<file path="src/rtl/hazard_flush_ctrl_if.sv">
// Pipeline-side bundle for hazard_flush_ctrl: ID/EX operand info, memory
// handshake and the stage-register control lines it returns.
// master = pipeline datapath, slave = the hazard/flush controller.
`timescale 1ns/1ps
interface hazard_flush_ctrl_if;
    logic [4:0]  ID_rs1;
    logic [4:0]  ID_rs2;
    logic        ID_use_rs1;
    logic        ID_use_rs2;
    logic [4:0]  EX_rd;
    logic        EX_mem_read;
    logic        EX_branch_taken;
    logic        MEM_req;
    logic        MEM_ready;
    logic        PC_stall;
    logic        IF_ID_stall;
    logic        IF_Flush;
    logic        ID_Flush_branch;
    logic        ID_Flush_hazard;
    logic        ID_EX_hold;
    logic        EX_MEM_hold;
    logic        MEM_WB_flush;
    logic        mem_timeout;
    logic [31:0] perf_lu_cnt;
    logic [31:0] perf_br_cnt;

    modport master (
        output ID_rs1, ID_rs2, ID_use_rs1, ID_use_rs2, EX_rd, EX_mem_read,
               EX_branch_taken, MEM_req, MEM_ready,
        input  PC_stall, IF_ID_stall, IF_Flush, ID_Flush_branch, ID_Flush_hazard,
               ID_EX_hold, EX_MEM_hold, MEM_WB_flush, mem_timeout,
               perf_lu_cnt, perf_br_cnt
    );

    modport slave (
        input  ID_rs1, ID_rs2, ID_use_rs1, ID_use_rs2, EX_rd, EX_mem_read,
               EX_branch_taken, MEM_req, MEM_ready,
        output PC_stall, IF_ID_stall, IF_Flush, ID_Flush_branch, ID_Flush_hazard,
               ID_EX_hold, EX_MEM_hold, MEM_WB_flush, mem_timeout,
               perf_lu_cnt, perf_br_cnt
    );
endinterface

</file>
<file path="src/rtl/hazard_flush_ctrl.sv">
// Pipeline hazard / flush controller: load-use bubbles, taken-branch squash,
// data-memory wait freeze and a memory watchdog (TIMEOUT is sticky until reset).
// Optional performance counters are built only when HAZARD_PERF_CNT_EN is defined;
// otherwise perf_lu_cnt / perf_br_cnt are tied to zero.
`timescale 1ns/1ps
module hazard_flush_ctrl #(
    parameter int MEM_TIMEOUT = 64,  // 0 disables the watchdog
    parameter int TO_W        = 8    // 2**TO_W must exceed MEM_TIMEOUT
) (
    input  logic          clk,
    input  logic          reset,
    hazard_flush_ctrl_if.slave hz
);
    typedef enum logic [1:0] {RUN, MEM_WAIT, TIMEOUT} state_t;

    state_t          state_q, state_d;
    logic [TO_W-1:0] wait_cnt_q, wait_cnt_d;
    logic            mem_timeout_q, mem_timeout_d;
    logic            freeze;
    logic            lu;

    // Freeze covers both a stalled access and the dead TIMEOUT state.
    assign freeze = (state_q == TIMEOUT) | (hz.MEM_req & ~hz.MEM_ready);

    // Load-use: EX holds a load whose (non-x0) destination the ID instruction reads.
    assign lu = hz.EX_mem_read & (hz.EX_rd != 5'd0) &
                ((hz.ID_use_rs1 & (hz.ID_rs1 == hz.EX_rd)) |
                 (hz.ID_use_rs2 & (hz.ID_rs2 == hz.EX_rd)));

    // State, wait counter and sticky timeout flag registers.
    always_ff @(posedge clk or posedge reset) begin
        if (reset) begin
            state_q       <= RUN;
            wait_cnt_q    <= '0;
            mem_timeout_q <= 1'b0;
        end else begin
            state_q       <= state_d;
            wait_cnt_q    <= wait_cnt_d;
            mem_timeout_q <= mem_timeout_d;
        end
    end

    // Next state: enter MEM_WAIT on a stalled access, leave on ready or withdrawal,
    // trip the watchdog once MEM_TIMEOUT wait cycles have already elapsed.
    always_comb begin
        state_d    = state_q;
        wait_cnt_d = wait_cnt_q;
        case (state_q)
            RUN: begin
                if (hz.MEM_req & ~hz.MEM_ready) begin
                    state_d    = MEM_WAIT;
                    wait_cnt_d = TO_W'(1);
                end
            end
            MEM_WAIT: begin
                if (hz.MEM_ready | ~hz.MEM_req) begin
                    state_d    = RUN;
                    wait_cnt_d = '0;
                end else if ((MEM_TIMEOUT != 0) && (wait_cnt_q == TO_W'(MEM_TIMEOUT))) begin
                    state_d = TIMEOUT;
                end else if (wait_cnt_q != {TO_W{1'b1}}) begin
                    wait_cnt_d = wait_cnt_q + TO_W'(1);
                end
            end
            TIMEOUT: begin
                state_d = TIMEOUT;
            end
            default: begin
                state_d    = RUN;
                wait_cnt_d = '0;
            end
        endcase
        mem_timeout_d = mem_timeout_q | (state_d == TIMEOUT);
    end

    // Control outputs: freeze > branch > load-use, all forced low while in reset.
    always_comb begin
        hz.PC_stall        = 1'b0;
        hz.IF_ID_stall     = 1'b0;
        hz.IF_Flush        = 1'b0;
        hz.ID_Flush_branch = 1'b0;
        hz.ID_Flush_hazard = 1'b0;
        hz.ID_EX_hold      = 1'b0;
        hz.EX_MEM_hold     = 1'b0;
        hz.MEM_WB_flush    = 1'b0;
        hz.mem_timeout     = mem_timeout_q & ~reset;
        if (!reset) begin
            if (freeze) begin
                hz.PC_stall     = 1'b1;
                hz.IF_ID_stall  = 1'b1;
                hz.ID_EX_hold   = 1'b1;
                hz.EX_MEM_hold  = 1'b1;
                hz.MEM_WB_flush = 1'b1;
            end else if (hz.EX_branch_taken) begin
                hz.IF_Flush        = 1'b1;
                hz.ID_Flush_branch = 1'b1;
            end else if (lu) begin
                hz.PC_stall        = 1'b1;
                hz.IF_ID_stall     = 1'b1;
                hz.ID_Flush_hazard = 1'b1;
            end
        end
    end

`ifdef HAZARD_PERF_CNT_EN
    logic [31:0] perf_lu_q, perf_lu_d;
    logic [31:0] perf_br_q, perf_br_d;
    logic        lu_active;
    logic        br_active;

    assign lu_active = ~freeze & ~hz.EX_branch_taken & lu;
    assign br_active = ~freeze & hz.EX_branch_taken;

    // Wrapping event counters for load-use bubbles and branch squashes.
    always_comb begin
        perf_lu_d = perf_lu_q + (lu_active ? 32'd1 : 32'd0);
        perf_br_d = perf_br_q + (br_active ? 32'd1 : 32'd0);
    end

    // Counter registers.
    always_ff @(posedge clk or posedge reset) begin
        if (reset) begin
            perf_lu_q <= '0;
            perf_br_q <= '0;
        end else begin
            perf_lu_q <= perf_lu_d;
            perf_br_q <= perf_br_d;
        end
    end

    assign hz.perf_lu_cnt = perf_lu_q;
    assign hz.perf_br_cnt = perf_br_q;
`else
    assign hz.perf_lu_cnt = 32'd0;
    assign hz.perf_br_cnt = 32'd0;
`endif
endmodule

</file>
<file path="src/flat_wrapper.sv">
// flat-port wrapper written by rule: the top's interface ports become plain ports
module hazard_flush_ctrl_flat 
#(
    parameter int MEM_TIMEOUT = 64,                            
    parameter int TO_W        = 8                                      
)
  (clk, reset, hz_ID_rs1, hz_ID_rs2, hz_ID_use_rs1, hz_ID_use_rs2, hz_EX_rd, hz_EX_mem_read, hz_EX_branch_taken, hz_MEM_req, hz_MEM_ready, hz_PC_stall, hz_IF_ID_stall, hz_IF_Flush, hz_ID_Flush_branch, hz_ID_Flush_hazard, hz_ID_EX_hold, hz_EX_MEM_hold, hz_MEM_WB_flush, hz_mem_timeout, hz_perf_lu_cnt, hz_perf_br_cnt);
  hazard_flush_ctrl_if hz_i ();
  input  logic clk;
  input  logic reset;
  input wire logic [$bits(hz_i.ID_rs1)-1:0] hz_ID_rs1;
  input wire logic [$bits(hz_i.ID_rs2)-1:0] hz_ID_rs2;
  input wire logic [$bits(hz_i.ID_use_rs1)-1:0] hz_ID_use_rs1;
  input wire logic [$bits(hz_i.ID_use_rs2)-1:0] hz_ID_use_rs2;
  input wire logic [$bits(hz_i.EX_rd)-1:0] hz_EX_rd;
  input wire logic [$bits(hz_i.EX_mem_read)-1:0] hz_EX_mem_read;
  input wire logic [$bits(hz_i.EX_branch_taken)-1:0] hz_EX_branch_taken;
  input wire logic [$bits(hz_i.MEM_req)-1:0] hz_MEM_req;
  input wire logic [$bits(hz_i.MEM_ready)-1:0] hz_MEM_ready;
  output wire logic [$bits(hz_i.PC_stall)-1:0] hz_PC_stall;
  output wire logic [$bits(hz_i.IF_ID_stall)-1:0] hz_IF_ID_stall;
  output wire logic [$bits(hz_i.IF_Flush)-1:0] hz_IF_Flush;
  output wire logic [$bits(hz_i.ID_Flush_branch)-1:0] hz_ID_Flush_branch;
  output wire logic [$bits(hz_i.ID_Flush_hazard)-1:0] hz_ID_Flush_hazard;
  output wire logic [$bits(hz_i.ID_EX_hold)-1:0] hz_ID_EX_hold;
  output wire logic [$bits(hz_i.EX_MEM_hold)-1:0] hz_EX_MEM_hold;
  output wire logic [$bits(hz_i.MEM_WB_flush)-1:0] hz_MEM_WB_flush;
  output wire logic [$bits(hz_i.mem_timeout)-1:0] hz_mem_timeout;
  output wire logic [$bits(hz_i.perf_lu_cnt)-1:0] hz_perf_lu_cnt;
  output wire logic [$bits(hz_i.perf_br_cnt)-1:0] hz_perf_br_cnt;
  assign hz_i.ID_rs1 = hz_ID_rs1;
  assign hz_i.ID_rs2 = hz_ID_rs2;
  assign hz_i.ID_use_rs1 = hz_ID_use_rs1;
  assign hz_i.ID_use_rs2 = hz_ID_use_rs2;
  assign hz_i.EX_rd = hz_EX_rd;
  assign hz_i.EX_mem_read = hz_EX_mem_read;
  assign hz_i.EX_branch_taken = hz_EX_branch_taken;
  assign hz_i.MEM_req = hz_MEM_req;
  assign hz_i.MEM_ready = hz_MEM_ready;
  assign hz_PC_stall = hz_i.PC_stall;
  assign hz_IF_ID_stall = hz_i.IF_ID_stall;
  assign hz_IF_Flush = hz_i.IF_Flush;
  assign hz_ID_Flush_branch = hz_i.ID_Flush_branch;
  assign hz_ID_Flush_hazard = hz_i.ID_Flush_hazard;
  assign hz_ID_EX_hold = hz_i.ID_EX_hold;
  assign hz_EX_MEM_hold = hz_i.EX_MEM_hold;
  assign hz_MEM_WB_flush = hz_i.MEM_WB_flush;
  assign hz_mem_timeout = hz_i.mem_timeout;
  assign hz_perf_lu_cnt = hz_i.perf_lu_cnt;
  assign hz_perf_br_cnt = hz_i.perf_br_cnt;
  hazard_flush_ctrl #(.MEM_TIMEOUT(MEM_TIMEOUT), .TO_W(TO_W)) u_core (.clk(clk), .reset(reset), .hz(hz_i));
endmodule
</file>
<file path="config.mk">
export PLATFORM = sky130hd
export DESIGN_NAME = hazard_flush_ctrl_flat
export DESIGN_NICKNAME = d
export VERILOG_FILES = /design/src/rtl/hazard_flush_ctrl_if.sv /design/src/rtl/hazard_flush_ctrl.sv /design/src/flat_wrapper.sv
export SDC_FILE = /design/constraint.sdc
export NUM_CORES = 1
export LEC_CHECK = 0
export ABC_AREA = 1
export CAP_MARGIN = 30
export CORE_MARGIN = 4
export CORE_UTILIZATION = 34
export DETAILED_ROUTE_END_ITERATION = 8
export GPL_TIMING_DRIVEN = 0
export PLACE_DENSITY = 0.76
export SLEW_MARGIN = 20
export SYNTH_ARGS = -nofsm -noshare
export SYNTH_HDL_FRONTEND = slang
export SYNTH_SLANG_ARGS = --single-unit
</file>
<file path="constraint.sdc">
create_clock -name clk -period 1.1 [get_ports clk]
set_input_delay 0.11 -clock clk [delete_from_list [all_inputs] [get_ports clk]]
set_output_delay 0.11 -clock clk [all_outputs]
set_load 0.03 [all_outputs]
</file>
# Word-level counts from Yosys, hierarchy flattened
# Cells that the tools add are included.
[word_totals] regBits=11 input_bits=23 output_inout_bits=73 wordCells=51
[classes] add_sub_neg=1 n_eq_ne=10 mux=20 bitwise_logic=14 reduce_logical=3
[op_table] op="$mux W8" n=4
[op_table] op="$pmux W8 S3" n=1
[op_table] op="$mux W1" n=11
[op_table] op="$eq A5 B5 Y1" n=2
[op_table] op="$add A8 B1 Y8 const B" n=1
[op_table] op="$eq A8 B7 Y1 const B" n=1
[op_table] op="$ne A8 B8 Y1 const B" n=1
[op_table] op="$and A1 B1 Y1" n=6
[op_table] op="$mux W2" n=3
[op_table] op="$pmux W2 S3" n=1
[op_table] op="$reduce_bool A5 Y1" n=1
[op_table] op="$eq A2 B2 Y1 const B" n=2
[op_table] op="$not A1 Y1" n=4
[op_table] op="$or A1 B1 Y1" n=4
[op_table] op="$reduce_and A4 Y1" n=1
[op_table] op="$ne A3 B1 Y1 const B" n=1
[op_table] op="$ne A3 B2 Y1 const B" n=1
[op_table] op="$eq A2 B1 Y1 const B" n=1
[op_table] op="$logic_not A2 Y1" n=1
[op_table] op="$ne A2 B1 Y1 const B" n=1

# Logic depth before layout (Yosys ltp)
[depth] word_depth=8 mapped_depth=9 mapped_depth_nobuf=9

# Least setup slack after synthesis
# No wires, ideal clock.
[synth_timing] kind="register -> output" from="register u_core.state_q[0]" to="output port hz_IF_Flush" arrival_ps=1636 t_required_ps=990 slack_ps=-646 stages_incl_launch_ff=6 n_path_buf=1 cell_sequence="dfrtp_1 > inv_2 > nand2_1 > nand2_1 > nor3_1 > buf_4"
[synth_between] elab_chain_cells=4
[synth_rtl] element="from (decl)" line="hazard_flush_ctrl.sv:16" source="state_t state_q, state_d;"
[synth_rtl] element="from (signal assigned)" line="hazard_flush_ctrl.sv:37" source="state_q <= state_d;"
[synth_rtl] element="$eq A2 B2 Y1" line="hazard_flush_ctrl.sv:23" source="assign freeze = (state_q == TIMEOUT) | (hz.MEM_req & ~hz.MEM_ready);"
[synth_rtl] element="$or A1 B1 Y1" line="hazard_flush_ctrl.sv:23"
[synth_rtl] element="$mux W1 (2 in series)"
[synth_rtl] element="to (decl)" line="flat_wrapper.sv:22" source="output wire logic [$bits(hz_i.IF_Flush)-1:0] hz_IF_Flush;"
# Every way passes these cells.

# Worst setup path in the final report
[layout_timing] from="register u_core.state_q[0]" to="register u_core.wait_cnt_q[0]"
[layout_between] elab_chain_cells=3 word_cells_on_any_way=9 cone_classes="eq/ne (5); mux (1); bitwise (1); reduce/logical (2)"
[layout_rtl] element="$eq A2 B1 Y1, or another cell as far along" line="hazard_flush_ctrl.sv:48" source="case (state_q)"
[layout_rtl] element="$ne A3 B2 Y1 (no source line), or another cell as far along"
[layout_rtl] element="$reduce_and A4 Y1 (no source line)"
[layout_rtl] element="to (signal assigned)" line="hazard_flush_ctrl.sv:38" source="wait_cnt_q <= wait_cnt_d;"
[layout_rtl] element="to (decl)" line="hazard_flush_ctrl.sv:17" source="logic [TO_W-1:0] wait_cnt_q, wait_cnt_d;"
# Parallel ways exist; a longest one is shown, timed or not.
# A chain may end at the register's enable or synchronous reset.

==> impl_summary.md <==
Layout
The final non-filler cell area is 2460 sq um. In the final layout, flip-flops and latches occupy roughly 280 sq um. The multi-input combinational cells in the finished layout cover a total of 1000 sq um. The net count reported at finish is between 300 and 400.

The proportion of layout cells with a drive suffix above 1 is about 44%. The count of filler cells inserted in the layout is 412. The synthesis-to-layout area growth is 58.8%. The repair_antennas step left the layout with diodes totalling 0. Excluding fillers, the count of instances in the completed layout stands at between 400 and 500.

The final design utilization is between 50% and 60%.

Floorplan
The chip width is about 76 um. The initialized floorplan defines 24 standard-cell rows. The initial utilization of the core area, before any placement, comes to a little over a third. 96 I/O pins were placed.

The area enclosed by the die boundary is 5700 sq um. The floorplan die height is 75.5 um. The floorplan step defined a core boundary enclosing 4380 sq um.

Setup path
The data arrival time of the critical path is around 1500 ps. The cell type of the slowest stage on the worst timing path is dfrtp_1. The worst register-to-register path has a setup slack of -270 ps. The number of cells on the worst reg-to-reg path is 8. The stage delay of the slowest cell on the critical path is 400 ps. STA classifies the critical path endpoint as a flop. The maximum fanout along the worst path is 8. The worst flop-to-flop path endpoint is u_core.wait_cnt_q[0]. In this run the worst setup path begins at u_core.state_q[0]. The critical path goes through buf_4 > buf_4 > nand4_1 > nor2_1 > nand2_2 > nand3_4 > nand2_1 > nand2_1. The category of the worst setup path launch point is a flop. By startpoint and endpoint, the worst setup path is classified as reg -> reg. The worst register-to-register path begins at u_core.state_q[0]. Data on the critical path is required at its endpoint by roughly 1200 ps. In this run the worst setup path terminates at u_core.wait_cnt_q[0].

Run
The total of max-cap violations is 0.

Placement
The detailed placement HPWL is roughly 2.9 mm. The count of buffers added on input and output ports is 31. Including well taps, the total number of placed cells is slightly below 400. The routability congestion estimate is 0.860.

Summing all placed instances gives a cell area of around 2200 sq um.

Status
The run finished, with violations left. The checks that failed: negative setup slack.

Route
The routed design has a little under 4 mm of wire. The total DRC errors in the routed layout is 0. The residual antenna-violating net count after detailed routing is 0. In the final routed layout, each cell accounts on average for ~9.6 um. The number of vias per cell after detailed routing is roughly 3.8. The number of search-and-repair iterations in the first detailed-routing pass is 4. For this block, the initial DRC count from the detailed router was between 100 and 150. Summing over every cut layer, the via total after detailed routing is around 1600.

Synthesis
The post-synthesis async set-or-reset flop share is 100%. Of all cell types, the one taking the most synthesized area is buf_4. The post-synthesis cell type count is 21. The sequential fraction of the synthesis area is between 15 and 20%. The portion of synthesized cell area occupied by the leading cell type is roughly 33%. Counting every instance in the synthesized netlist gives between 200 and 250. By instance count, the leading cell after synthesis is nand2_1. In this run the cell area of the synthesized design comes to approximately 1600 sq um. Averaged over all synthesized cells, the footprint is roughly 6.3 sq um. The commonest cells after synthesis are 71 x nand2_1, 68 x buf_4, 29 x inv_1. In this run, synthesis inferred 0 flip-flops with an integrated enable.

The number of flip-flops and latches in the synthesized netlist is 11. Yosys printed 0 warnings. Ranked by total cell area, the synthesized netlist is headed by buf_4 33%, dfrtp_1 18%, nand2_1 17%, inv_1 7.0%, nor2_1 6.1%.

The most used flip-flop cell after synthesis is dfrtp_1.

Power and ir drop
For this design the static power due to leakage is approximately 1.5 nW. The worst-case IR drop observed on VDD is 332 uV. The cell area power density is roughly 630 nW/um^2.

Global routing
The number of global-route vias before repair is 1361. The number of antenna violations at the first check in global routing was 0. The maximum number of pins on one net before global-route repair is 9. The sum of overflow across all layers after global routing is 0.

The first global-routing pass estimated approximately 6 mm of wire. Global routing used a little over an eighth of the available tracks across all layers.

Clocking
After clock tree synthesis, the clock-pin slew on the worst setup and hold paths is roughly 50 ps. The cell sitting at the root of the clock tree is a clkbuf_8. TritonCTS built the clock tree. In this run the deepest clock path goes through 2 buffers. The number of buffers added to fix hold violations after cts is 0. CTS built an H-tree with a depth of 1. The worst-skew pair later-pin latency is approximately 240 ps. For this design, the sink count on the clock tree is 11.

Buffers inserted during clock tree synthesis total 3.

Timing
Setup repair after global routing could not meet its margin everywhere. The setup TNS after final layout is -3690 ps. Static timing analysis puts the maximum clock frequency at 728 MHz.

The total of endpoints with negative setup slack in the final report is 17. The count of final max-slew check failures is 0. The fraction of the cycle the final worst path needs is 125%. The hold violation count in the final report came to 0.

The final clock skew is roughly 5.9 ps. After layout, the worst setup slack is -273 ps. Counting I/O delays and the setup requirement, the final critical path takes approximately 1400 ps.

Worst hold path
The path category of the worst min-delay check is in -> async.
placed cells by master, fill, tap and decap left out, types with 2 or more instances in the layout:
cell	instances
dfrtp_1	9
nand3_1	9
nand2_4	8
nor2_1	18
conb_1	64
o21ai_0	2
nor2_4	3
clkdlybuf4s50_1	3
nor2_2	7
ha_4	2
clkinv_4	2
nor3_4	2
inv_1	20
dlygate4sd2_1	4
clkdlybuf4s15_1	5
clkbuf_2	10
nand2_1	58
nand4_1	6
inv_2	10
buf_6	15
buf_4	79
clkbuf_8	3
dfrtp_2	2
nand2_2	10
nand3_2	2
through the flow:
stage               setup WS, ps  hold slack [ps]  total power (W)
global route                -364              135          0.00164
floorplan                   -197             1.97          0.00100
CTS                         -236             90.4          0.00155
global placement           -1210              452          0.00113
detailed placement         -1250              475          0.00113
finish                      -273              105          0.00155
routing by layer:
metal / part of all wire, % / routed length, um / GRT usage, %
met1: 35 / 1390 / 14.9
met3: 13 / 497 / 4.22
met2: 51 / 2000 / 24.7
met4: 1.8 / 72 / 2.72
met5: 0 / 0 / 0
worst max-delay path: cells and delay by family (launching register included):
kind                   cells  cell delay (ps)
buffers and inverters      2              290
AND/OR/NAND/NOR            6              560
flip-flops                 1              400
sequential cells by signal, summed over array words and instances, names as in the netlist:
register and count:
u_core.mem_timeout_q 1, u_core.state_q 2, u_core.wait_cnt_q 8
how the worst min path moves through the flow:
stage                                     from              endpoint  slack (ps)
after global placement    u_core.mem_timeout_q  u_core.mem_timeout_q         450
after floorplan                          reset  u_core.mem_timeout_q           2
after detailed placement  u_core.mem_timeout_q  u_core.mem_timeout_q         470
after CTS                                reset     u_core.state_q[1]          90
final                                    reset     u_core.state_q[1]         100
after global routing                     reset     u_core.state_q[1]         140
where the power goes:
| group | switching [W] | total (W) | internal, W | leakage (nW) |
|---|---|---|---|---|
| clock | 0.000161 | 0.000417 | 0.000255 | 0.0228 |
| combinational | 0.000454 | 0.000725 | 0.000271 | 1.31 |
| sequential | 0.000000851 | 0.000408 | 0.000407 | 0.135 |
repair_timing:
item,in CTS,in global routing
pin swaps,24,19
buffers inserted,13,4
endpoints found under the setup margin,20,19
resized for setup,103,41
cell families (layout without fill, tap and decap cells):
group	count (synthesis)	count (layout)	share of synthesized area (%)
adders and majority gates	2	2	1.61
other	1	64	0.242
and+or+nand+nor	125	125	36.6
AOI/OAI and AO/OA	4	4	1.29
DFF	11	11	17.8
xor gates and xnor gates	1	1	0.565
buffers and inverters	102	154	42.0
cell type report:
cell class,count,share of cell area [%]
multi-input combinational,196,40.8
inverter,33,5.59
sequential,11,11.3
timing repair buffer,48,16.1
tap,52,2.64
clock buffer,4,1.83
buffer,69,21.8
(Power assumes the default switching activity.)
